$ cat config.mk
export PLATFORM = sky130hd
export DESIGN_NAME = mem_access_stage
export DESIGN_NICKNAME = d
export VERILOG_FILES = /design/src/rtl/mem_stage_pkg.sv /design/src/rtl/mem_wb_reg.sv /design/src/rtl/mem_access_stage.sv
export SDC_FILE = /design/constraint.sdc
export NUM_CORES = 1
export LEC_CHECK = 0
export ABC_CLOCK_PERIOD_IN_PS = 5090
export CORE_AREA = 2 2 233 235
export CTS_BUF_LIST = sky130_fd_sc_hd__clkbuf_16
export DETAILED_ROUTE_END_ITERATION = 10
export DIE_AREA = 0 0 235 237
export SLEW_MARGIN = 15
export SYNTH_ARGS = -nofsm -noshare
export SYNTH_HDL_FRONTEND = slang
export SYNTH_SLANG_ARGS = --single-unit
$ cat constraint.sdc
create_clock -name clk -period 5.09 [get_ports clk]
set_input_delay 0.7635 -clock clk [delete_from_list [all_inputs] [get_ports clk]]
set_output_delay 0.7635 -clock clk [all_outputs]
set_load 0.02 [all_outputs]
$ cat src/rtl/mem_stage_pkg.sv
// Shared types and constants for the LEGv8 MEM stage.
package mem_stage_pkg;
    typedef enum logic {IDLE, ACCESS} mem_state_t;
    localparam int WORD_ALIGN_BITS = 3;
endpackage

$ cat src/rtl/mem_wb_reg.sv
// N-bit enable register with asynchronous active-low reset, used for the MEM/WB fields.
module mem_wb_reg #(
    parameter int N = 64
) (
    input  logic         clk,
    input  logic         rst_n,
    input  logic         en,
    input  logic [N-1:0] d,
    output logic [N-1:0] q
);
    always_ff @(posedge clk or negedge rst_n) begin
        if (!rst_n)
            q <= '0;
        else if (en)
            q <= d;
    end
endmodule

$ cat src/rtl/mem_access_stage.sv
// LEGv8 MEM stage: branch resolution, data-memory request/ready handshake
// with pipeline stall, and the MEM/WB result register.
module mem_access_stage
    import mem_stage_pkg::*;
#(
    parameter int N = 64
) (
    input  logic         clk,
    input  logic         reset,
    input  logic         valid_M,
    input  logic         memRead_M,
    input  logic         memWrite_M,
    input  logic         Branch_M,
    input  logic [N-1:0] aluResult_M,
    input  logic [N-1:0] writeData_M,
    input  logic         zero_M,
    input  logic [N-1:0] PCBranch_M,
    output logic         dm_req,
    output logic         dm_we,
    output logic [N-1:0] dm_addr,
    output logic [N-1:0] dm_wdata,
    input  logic         dm_ready,
    input  logic [N-1:0] dm_rdata,
    output logic         PCSrc_M,
    output logic [N-1:0] PCBranch_out,
    output logic         stall_M,
    output logic         misalign_M,
    output logic         valid_W,
    output logic [N-1:0] readData_W,
    output logic [N-1:0] aluResult_W
);
    mem_state_t   state_q, state_d;
    logic         dm_req_q, dm_req_d;
    logic         dm_we_q, dm_we_d;
    logic [N-1:0] dm_addr_q, dm_addr_d;
    logic [N-1:0] dm_wdata_q, dm_wdata_d;
    logic         misalign_q, misalign_d;

    logic         memop, misaligned, stall_c;
    logic         wb_alu_en, wb_rd_en, wb_vld_d;
    logic [N-1:0] wb_alu_d, wb_rd_d;

    assign memop      = valid_M & (memRead_M | memWrite_M);
    assign misaligned = |aluResult_M[WORD_ALIGN_BITS-1:0];

    assign PCSrc_M      = valid_M & Branch_M & zero_M;
    assign PCBranch_out = PCBranch_M;

    always_comb begin
        state_d    = state_q;
        dm_req_d   = dm_req_q;
        dm_we_d    = dm_we_q;
        dm_addr_d  = dm_addr_q;
        dm_wdata_d = dm_wdata_q;
        misalign_d = 1'b0;
        stall_c    = 1'b0;
        wb_alu_en  = 1'b0;
        wb_alu_d   = aluResult_M;
        wb_rd_en   = 1'b0;
        wb_rd_d    = '0;
        wb_vld_d   = 1'b0;
        case (state_q)
            IDLE: begin
                if (memop && !misaligned) begin
                    dm_req_d   = 1'b1;
                    dm_we_d    = memWrite_M;
                    dm_addr_d  = aluResult_M;
                    dm_wdata_d = writeData_M;
                    state_d    = ACCESS;
                    stall_c    = 1'b1;
                end else begin
                    // Rejected memory ops retire immediately with zero load data.
                    misalign_d = memop;
                    wb_alu_en  = 1'b1;
                    wb_vld_d   = valid_M;
                    wb_rd_en   = memop;
                end
            end
            ACCESS: begin
                stall_c = ~dm_ready;
                if (dm_ready) begin
                    dm_req_d  = 1'b0;
                    state_d   = IDLE;
                    wb_alu_en = 1'b1;
                    wb_alu_d  = dm_addr_q;
                    wb_vld_d  = 1'b1;
                    wb_rd_en  = ~dm_we_q;
                    wb_rd_d   = dm_rdata;
                end
            end
            default: state_d = IDLE;
        endcase
    end

    // Nothing is held up while reset is asserted, even if an op sits in MEM.
    assign stall_M = stall_c & reset;

    always_ff @(posedge clk or negedge reset) begin
        if (!reset) begin
            state_q    <= IDLE;
            dm_req_q   <= 1'b0;
            dm_we_q    <= 1'b0;
            dm_addr_q  <= '0;
            dm_wdata_q <= '0;
            misalign_q <= 1'b0;
        end else begin
            state_q    <= state_d;
            dm_req_q   <= dm_req_d;
            dm_we_q    <= dm_we_d;
            dm_addr_q  <= dm_addr_d;
            dm_wdata_q <= dm_wdata_d;
            misalign_q <= misalign_d;
        end
    end

    assign dm_req     = dm_req_q;
    assign dm_we      = dm_we_q;
    assign dm_addr    = dm_addr_q;
    assign dm_wdata   = dm_wdata_q;
    assign misalign_M = misalign_q;

    mem_wb_reg #(.N(N)) u_wb_rdata (
        .clk(clk), .rst_n(reset), .en(wb_rd_en), .d(wb_rd_d), .q(readData_W)
    );

    mem_wb_reg #(.N(N)) u_wb_alu (
        .clk(clk), .rst_n(reset), .en(wb_alu_en), .d(wb_alu_d), .q(aluResult_W)
    );

    mem_wb_reg #(.N(1)) u_wb_valid (
        .clk(clk), .rst_n(reset), .en(1'b1), .d(wb_vld_d), .q(valid_W)
    );
endmodule

---- Word level (Yosys, flattened, before mapping) ----
Index checks and enable logic that the tools add are counted.
word-level totals
  flip-flop bits (word level) ............. 261
  bits of input ports ..................... 264
  output and inout port bits .............. 326
cells by class
  eq/ne operators ......................... 2
  multiplexer cells ....................... 20
  bitwise gates (word level) .............. 8
  reductions and logical operators ........ 5
operators by type and width
  kind                                  count
  two-way mux 64 bit                    4
  one-hot mux 1 bit (2 select lines)    6
  two-way mux 1 bit                     10
  bitwise AND 1 bit                     4
  != test 2 bit, second input constant  2
  AND reduction 2 bit                   2
  inverter 1 bit                        3
  OR reduction 3 bit                    1
  logical AND 1 bit                     1
  logical NOT 1 bit                     1
  OR 1 bit                              1

---- Logic depth before layout (Yosys ltp) ----
Gate-level depths: netlist of run 1.
  depth in word-level cells ............... 6
  gate-level depth with buffers ........... 7
  gate-level depth less buffers ........... 3

---- Cells and area by module ----
Synthesis of run 1 repeated with hierarchy kept, for this count alone.
unflattened totals
  cell total of the unflattened synthesis .. 777
  area total of the unflattened synthesis .. 12,067.8 sq um
modules (own cells, without submodules)
  module                     times used  cells each  area an instance (sq um)  seq. area each (sq um)
  mem_access_stage           1           505         6,670.1                   3,303.2
  mem_wb_reg (u_wb_alu ...)  2           135         2,678.8                   1,601.5
  mem_wb_reg (u_wb_valid)    1           2           40.0                      25.0

---- Worst setup path before layout of run 1 ----
OpenSTA, ideal clock, no wires.
  path kind ............................... input to output
  from .................................... input port aluResult_M[2]
  to ...................................... output port stall_M
  arrival ................................. 1,762 ps
  data required time ...................... 4,326 ps
  slack ................................... 2,565 ps
  cell stages on the path ................. 5
  path buffers ............................ 2
  path through ............................ nor3_2 > a32oi_2 > buf_4 > buf_6 > nor2b_1
between the ends
  cells in the longest elaborated chain, start to end .. 6
RTL lines
  what                                line                    RTL
  from (decl)                         mem_access_stage.sv:14  input logic [N-1:0] aluResult_M,
  OR reduction 3 bit                  mem_access_stage.sv:44  assign misaligned = |aluResult_M[WORD_ALIGN_BITS-1:0];
  logical NOT 1 bit                   mem_access_stage.sv:64  if (memop && !misaligned) begin
  logical AND 1 bit                   mem_access_stage.sv:64
  two-way mux 1 bit                   mem_access_stage.sv:64
  one-hot mux 1 bit (2 select lines)  mem_access_stage.sv:62  case (state_q)
  bitwise AND 1 bit                   mem_access_stage.sv:96  assign stall_M = stall_c & reset;
  to (decl)                           mem_access_stage.sv:26  output logic stall_M,
Every way passes these cells.

---- Worst setup path in the final report of run 1 ----
  from .................................... register state_q
  to ...................................... output port stall_M
between the ends
  cells in the longest elaborated chain, start to end .. 3
RTL lines
  what                                    line                     RTL
  from (decl)                             mem_access_stage.sv:32   mem_state_t state_q, state_d;
  from (signal assigned)                  mem_access_stage.sv:107  state_q <= state_d;
  inverter 1 bit (no source line)         -
  one-hot mux 1 bit (2 select lines) (*)  mem_access_stage.sv:62
  bitwise AND 1 bit (*)                   mem_access_stage.sv:96
Every way passes the cells marked *; elsewhere a longest branch is shown, timed or not.

==> results.md, run 1 <==
* Residual DRC at 0
* Antenna Violating Nets Remaining at 0
* Post-CTS Resized at 0
* Rel. slew slack at 36.16%
* Initial antenna violation count at 0
* Synthesized net count at 1039
* Vias in the first global route at 8212
* Cts hold-fix bufs at 0
* Clk buf depth at 3
* Peak supply drop at 0.0002522 V
* Placed Instances at 1832
* Synth top area share at 56.07%
* Pwr Density at 388.4 nW/um2
* Critical-path top delay cell: dfrtp_4
* NetSw at 1.976 mW
* Post-route insts no fill at 1890
* Worst skew pair latency at 0.57 ns
* GRT Total Usage at 11.75%
* Setup TNS at 0 ns
* CP max FO at 38
* Clock slew at reported path FFs at 0.06 ns
* Skew final at 0.01901 ns
* Final instance area at 17370 um2
* Synth Instances at 775
* Layout cells sized above 1 at 25.98%
* Core area at 53280 um2
* Worst path arrival time at 2.46 ns
* Mapped Area at 11650 um2
* Fin. max-slew vios at 0
* Die Wd at 235 um
* Hpwl dp at 23970 um
* Nets@finish at 1433
* Syn Area/Cell at 15.03 um2
* Power share of the clock group at 31.8%
* Static Leak at 7.186 nW
* Crit start category: register
* CTS root buf: clkbuf_16
* Post-synthesis sequential area ratio at 56.07%
* CTS Sinks at 261
* CP peak stage delay at 0.71 ns
* Drt total wl at 34320 um
* Cell family with the largest share of critical-path delay: flip-flops
* 1st-iter DRT viols at 199
* Placed instance area at 16390 um2
* Hold Crit Class: in -> async
* Final setup violation count at 0
* Status: complete, no violations
* Die Outline Area at 55700 um2
* Total internal power at 4.769 mW
* Area contributors post-synth: dfrtp_1 (56%), mux2_4 (15%), mux2_2 (13%)
* CTS tree: done
* #FFs+latches synth at 261
* Post-route minimum period at 3.221 ns
* I/O Pins at 590
* Reg power frac at 39.2%
* Syn-to-layout area delta at 49.09%
* Worst slew pin tran at 0.9553 ns
* Cell chain of the critical path: nor2b_2 > a32oi_4 > nor2b_1 > clkdlybuf4s50_1
* WS Path Type: reg -> out
* Crit. End Element: output pin
* Buf+Inv Stages, Crit Path at 1
* Hold Vio Cnt, Final at 0
* Die Y at 237 um
* Worst hold slack at 0.09939 ns
* Maximum capacitance violations at 0
* Fill cells at 5211
* Logic pwr share at 29.0%
* Initial core utilization at 21.86%
* F_max at 310.4 MHz
* Netlist cell types at 24
* Largest net degree at the start of global routing at 138
* First-pass GRT wire length at 51610 um
* Switching Fraction at 29.29%
* Global route overflow at 0
* Number of setup buffers added after CTS at 0
* CTS buffer count at 31
* Synth warn at 0
* GP Congestion at 0.7503
* Via density at 4.065
* FP Rows at 85
* Fin crit share at 63.29%
* DR WL/cell at 18.16 um
* RSZ-0062 raised after global routing: false
* H-Tree Depth at 1
* Via count at 7683
* Port buffer count at 461
* Required time worst endpoint at 4.33 ns
* DRT Pass-1 Iters at 4
* Synth area leader: dfrtp_1
[path summary, 6_finish.rpt]
| path | endpoint | depth (start not counted) | slack [ns] | from |
|---|---|---|---|---|
| setup / recovery | stall_M | 4 | 1.87 | state_q |
| hold / removal | u_wb_alu.q[27] | 1 | 0.1 | reset |
| setup reg to reg | u_wb_alu.q[1] | 5 | 2.22 | state_q |
| hold reg to reg | u_wb_alu.q[62] | 1 | 0.49 | u_wb_alu.q[62] |
| max in group asynchronous | state_q | 2 | 3.63 | reset |
| min in group clk | u_wb_alu.q[62] | 1 | 0.49 | u_wb_alu.q[62] |
[cells in the final DEF, fill, tap and decap left out]
| master | instances |
|---|---|
| mux2_4 | 114 |
| nor2b_2 | 1 |
| a21o_1 | 1 |
| and3b_2 | 1 |
| nand2_1 | 65 |
| inv_1 | 8 |
| clkinvlp_4 | 1 |
| a32oi_4 | 1 |
| nor2_4 | 1 |
| dfrtp_1 | 260 |
| o21a_1 | 1 |
| inv_6 | 1 |
| mux2_2 | 131 |
| dfrtp_4 | 1 |
| clkinv_2 | 7 |
| buf_12 | 2 |
| mux2_1 | 9 |
| clkbuf_16 | 31 |
| buf_8 | 1 |
| nor3_2 | 1 |
| nor2b_1 | 4 |
| and3_4 | 1 |
| clkdlybuf4s50_1 | 460 |
| bufinv_16 | 3 |
| o2bb2ai_1 | 64 |
| buf_4 | 12 |
| or2_1 | 1 |
| nand3b_1 | 1 |
| diode_2 | 1 |
| clkinv_1 | 8 |
| and3_1 | 1 |
[sequential cells by signal (all words and copies together) (netlist names)]
| register | cells |
|---|---|
| dm_addr | 64 |
| u_wb_alu.q | 64 |
| u_wb_valid.q | 1 |
| misalign_M | 1 |
| dm_wdata | 64 |
| u_wb_rdata.q | 64 |
| dm_we | 1 |
| dm_req | 1 |
| state_q | 1 |
[cell usage after synthesis, drive strengths merged]
cell type and number:
dfrtp 261, mux2 254, buf 109, nand2 65, o2bb2ai 64, clkbuf 5, nor2b 5, and3 2
inv 2, a21o 1, a32oi 1, and3b 1, nand3b 1, nor2 1, nor3 1, o21a 1
or2 1
[metal layers]
layer / part of all wire, % / vias to the layer above / routed length [um] / global-route usage (%)
met5: 0 / - / 0 / 0
met2: 47 / 340 / 16280 / 19.21
met1: 41 / 3828 / 14130 / 14.24
met4: 2.2 / 0 / 740 / 2.723
li1: - / 3465 / - / -
met3: 9.2 / 50 / 3169 / 5.118
[stage by stage]
step / setup slack (ns) / power (mW) / utilization [%]
6_report: 1.869 / 6.745 / 32.59
5_1_grt: 1.747 / 7.048 / 32.59
4_1_cts: 1.813 / 6.860 / 32.59
3_5_place_dp: 1.600 / 4.654 / 30.77
3_3_place_gp: 1.638 / 4.630 / 30.77
2_1_floorplan: 2.565 / 3.664 / -
[cell families (layout without fill, tap and decap cells)]
group / after synthesis / count (layout) / synth area share, %
flops: 261 / 261 / 56.07
mux: 254 / 254 / 28.23
buf+inv: 116 / 534 / 7.798
simple gates: 77 / 77 / 2.825
compound gates: 67 / 67 / 5.081
other cells: 0 / 1 / 0
[layout make-up]
type	instances	area [um2]	area share, %
Antenna cell	1	2.502	0.01441
Multi-Input combinational cell	398	4232	24.37
Inverter	2	7.507	0.04323
Clock buffer	31	775.7	4.467
Sequential cell	261	6535	37.63
Clock inverter	26	193.9	1.117
Timing Repair Buffer	475	4750	27.35
Tap cell	696	870.8	5.014
[power by group through the flow]
stage               combinational, mW  clock [mW]  sequential [mW]
floorplan                       0.603           0             3.06
global placement                 1.96           0             2.67
detailed placement               1.98           0             2.68
CTS                              1.99        2.23             2.65
global route                     2.06        2.30             2.69
finish                           1.96        2.15             2.64
(Power assumes the default switching activity.)
==> run 2: changes to the inputs <==
ABC_CLOCK_PERIOD_IN_PS = 2900   (was 5090)
clock period = 2.9 ns   (was 5.09 ns; I/O delays follow)
==> run 2 against run 1 <==
Design area rose by 0.46%. First-iteration DRC count rose by 5.0%. Sequential power up 76%. Sequential share of layout area down 0.17 points. Flip-flop and latch count did not move. Critical endpoint unchanged. Largest cell class unchanged.
==> results.md, run 2 (synthesis results as in run 1) <==
* Die Wd at 235 um (unchanged)
* CTS root buf: clkbuf_16
* Clk buf depth at 3 (unchanged)
* Hold_sp: dm_rdata[6]
* Antenna Violating Nets Remaining at 0 (unchanged)
* Via density at 4.086 (+0.53%)
* Initial antenna violation count at 0 (unchanged)
* Rel. slew slack at 43.18% (+7.0 points)
* Clock slew at reported path FFs at 0.06 ns (about the same)
* Status: complete, no violations
* 1st-iter DRT viols at 209 (+5.0%)
* DRT Pass-1 Iters at 4 (unchanged)
* I/O Pins at 590 (unchanged)
* Min-Delay Path Depth at 2
* F_max at 373.4 MHz
* Post-route minimum period at 2.678 ns
* Setup TNS at 0 ns (unchanged)
* Worst path arrival time at 2.24 ns (-0.22 ns)
* Final instance area at 17450 um2 (+0.46%)
* Most common cell after layout, fill and taps aside: clkdlybuf4s50_1
* Die Outline Area at 55700 um2 (unchanged)
* RSZ-0062 raised after global routing: false
* Port buffer count at 461 (unchanged)
* Hpwl dp at 23710 um (-1.1%)
* Global route overflow at 0 (unchanged)
* Fin. max-slew vios at 0 (unchanged)
* Pwr Density at 662.0 nW/um2 (+70%)
* Required time worst endpoint at 2.47 ns (-1.86 ns)
* FF-to-FF path depth at 5 (unchanged)
* H-Tree Depth at 1 (unchanged)
* FP Rows at 85 (unchanged)
* Ant. Diodes at 0 (-1)
* Number of setup buffers added after CTS at 0 (unchanged)
* CTS tree: done
* RR Endpoint: dm_wdata[9]
* Static Leak at 7.239 nW (+0.73%)
* Syn-to-layout area delta at 49.77%
* CP max FO at 12 (-68%)
* Fin crit share at 92.34%
* Worst slew pin tran at 0.8523 ns (-0.1030 ns)
* Drt total wl at 34300 um (about the same)
* DR WL/cell at 18.08 um (-0.42%)
* Worst skew pair latency at 0.56 ns (about the same)
* Initial core utilization at 21.86% (unchanged)
* Worst Hold Path EP: u_wb_rdata.q[6]
* CTS Sinks at 261 (unchanged)
* GRT Total Usage at 11.68% (-0.067 points)
* CTS buffer count at 30 (-3.2%)
* Hold Crit Class: in -> reg
* Nets@finish at 1441 (+0.56%)
* Crit. End Element: output pin
* Maximum capacitance violations at 0 (unchanged)
* WS Path Type: reg -> out
* Final setup violation count at 0 (unchanged)
* Die Y at 237 um (unchanged)
* Core area at 53280 um2 (unchanged)
* Placed instance area at 16550 um2 (+0.98%)
* Layout cells sized above 1 at 26.14% (+0.16 points)
* Vias in the first global route at 8327 (+1.4%)
* Worst R2R Start: state_q
* Residual DRC at 0 (unchanged)
* Commonest cells after routing, fill and taps aside: clkdlybuf4s50_1 (460), dfrtp_1 (260), mux2_2 (131)
* Skew final at 0.01380 ns (-0.005210 ns)
* Crit start category: register
* GP Congestion at 0.7560 (+0.76%)
* Largest net degree at the start of global routing at 132 (-4.3%)
* First-pass GRT wire length at 51620 um (about the same)
* R2R Setup Slk at 0.82 ns (-1.40 ns)
* Hold Vio Cnt, Final at 0 (unchanged)
* Via count at 7752 (+0.90%)
* Peak supply drop at 0.0004794 V (+90%)
==> run 2: cell types whose count changed in the layout (fill, tap and decap cells not counted), sizes merged <==
| cell | delta |
|---|---|
| diode | -1 |
| dlygate4sd3 | +1 |
| clkinv | -1 |
| buf | +8 |
| bufinv | -3 |
| inv | +3 |
==> run 2: layout make-up <==
| type | count | area (um2) |
|---|---|---|
| clock buffers | 31 | 775.7 |
| clock inverters | 25 | 106.4 |
| fillers | 5250 | 35840 |
| inverters | 2 | 7.507 |
| multi-input cells | 398 | 4232 |
| flip-flops and latches | 261 | 6535 |
| well taps | 696 | 870.8 |
| repair buffers | 484 | 4920 |
==> run 2: per-layer routing <==
metal | share of wire [%] | global-route usage [%] | vias up | wire (um)
met3 | 8.9 | 4.838 | 42 | 3061
met5 | 0 | 0 | - | 0
li1 | - | - | 3469 | -
met1 | 41 | 14.29 | 3897 | 14090
met2 | 48 | 19.22 | 344 | 16480
met4 | 2.0 | 2.493 | 0 | 671
==> run 2: timing repair <==
item,CTS,global route
hold buffers,1,0
gates resized for setup,0,0
hold endpoints to repair,6,0
==> run 2: worst max path at each step <==
stage                        start       to  slack [ns]  cells past startpoint
finish                     state_q  stall_M        0.22                      4
detailed placement  aluResult_M[1]  stall_M        0.36                      5
global route               state_q  stall_M        0.09                      4
global placement    aluResult_M[2]  stall_M        0.35                      5
floorplan           aluResult_M[2]  stall_M        1.03                      5
CTS                        state_q  stall_M        0.17                      4
==> run 2: power breakdown <==
group	total [mW]	switching [mW]	internal [mW]
Clock	3.45	1.54	1.91
Sequential	4.64	0.401	4.24
Combinational	3.46	1.51	1.95
Total	11.6	3.44	8.11
==> run 2: worst max-delay path: stages, from the launching register on <==
cell             delay [ns]
dfrtp_4                0.58
nor2b_2                0.21
a32oi_4                0.14
nor2b_1                0.13
clkdlybuf4s50_1        0.61
==> run 2: through the flow <==
stage          hold WS, ns  setup slack [ns]  cells  power (mW)  utilization (%)
6_report            0.4320            0.2221   1897       11.55            32.74
5_1_grt             0.3960           0.09369   1897       12.10            32.74
4_1_cts             0.3945            0.1700   1897       11.74            32.74
3_5_place_dp        0.4686            0.3630   1840       8.187            31.07
3_3_place_gp        0.4642            0.3544   1840       8.143            31.07
2_1_floorplan       0.1394             1.032    775       6.430                -
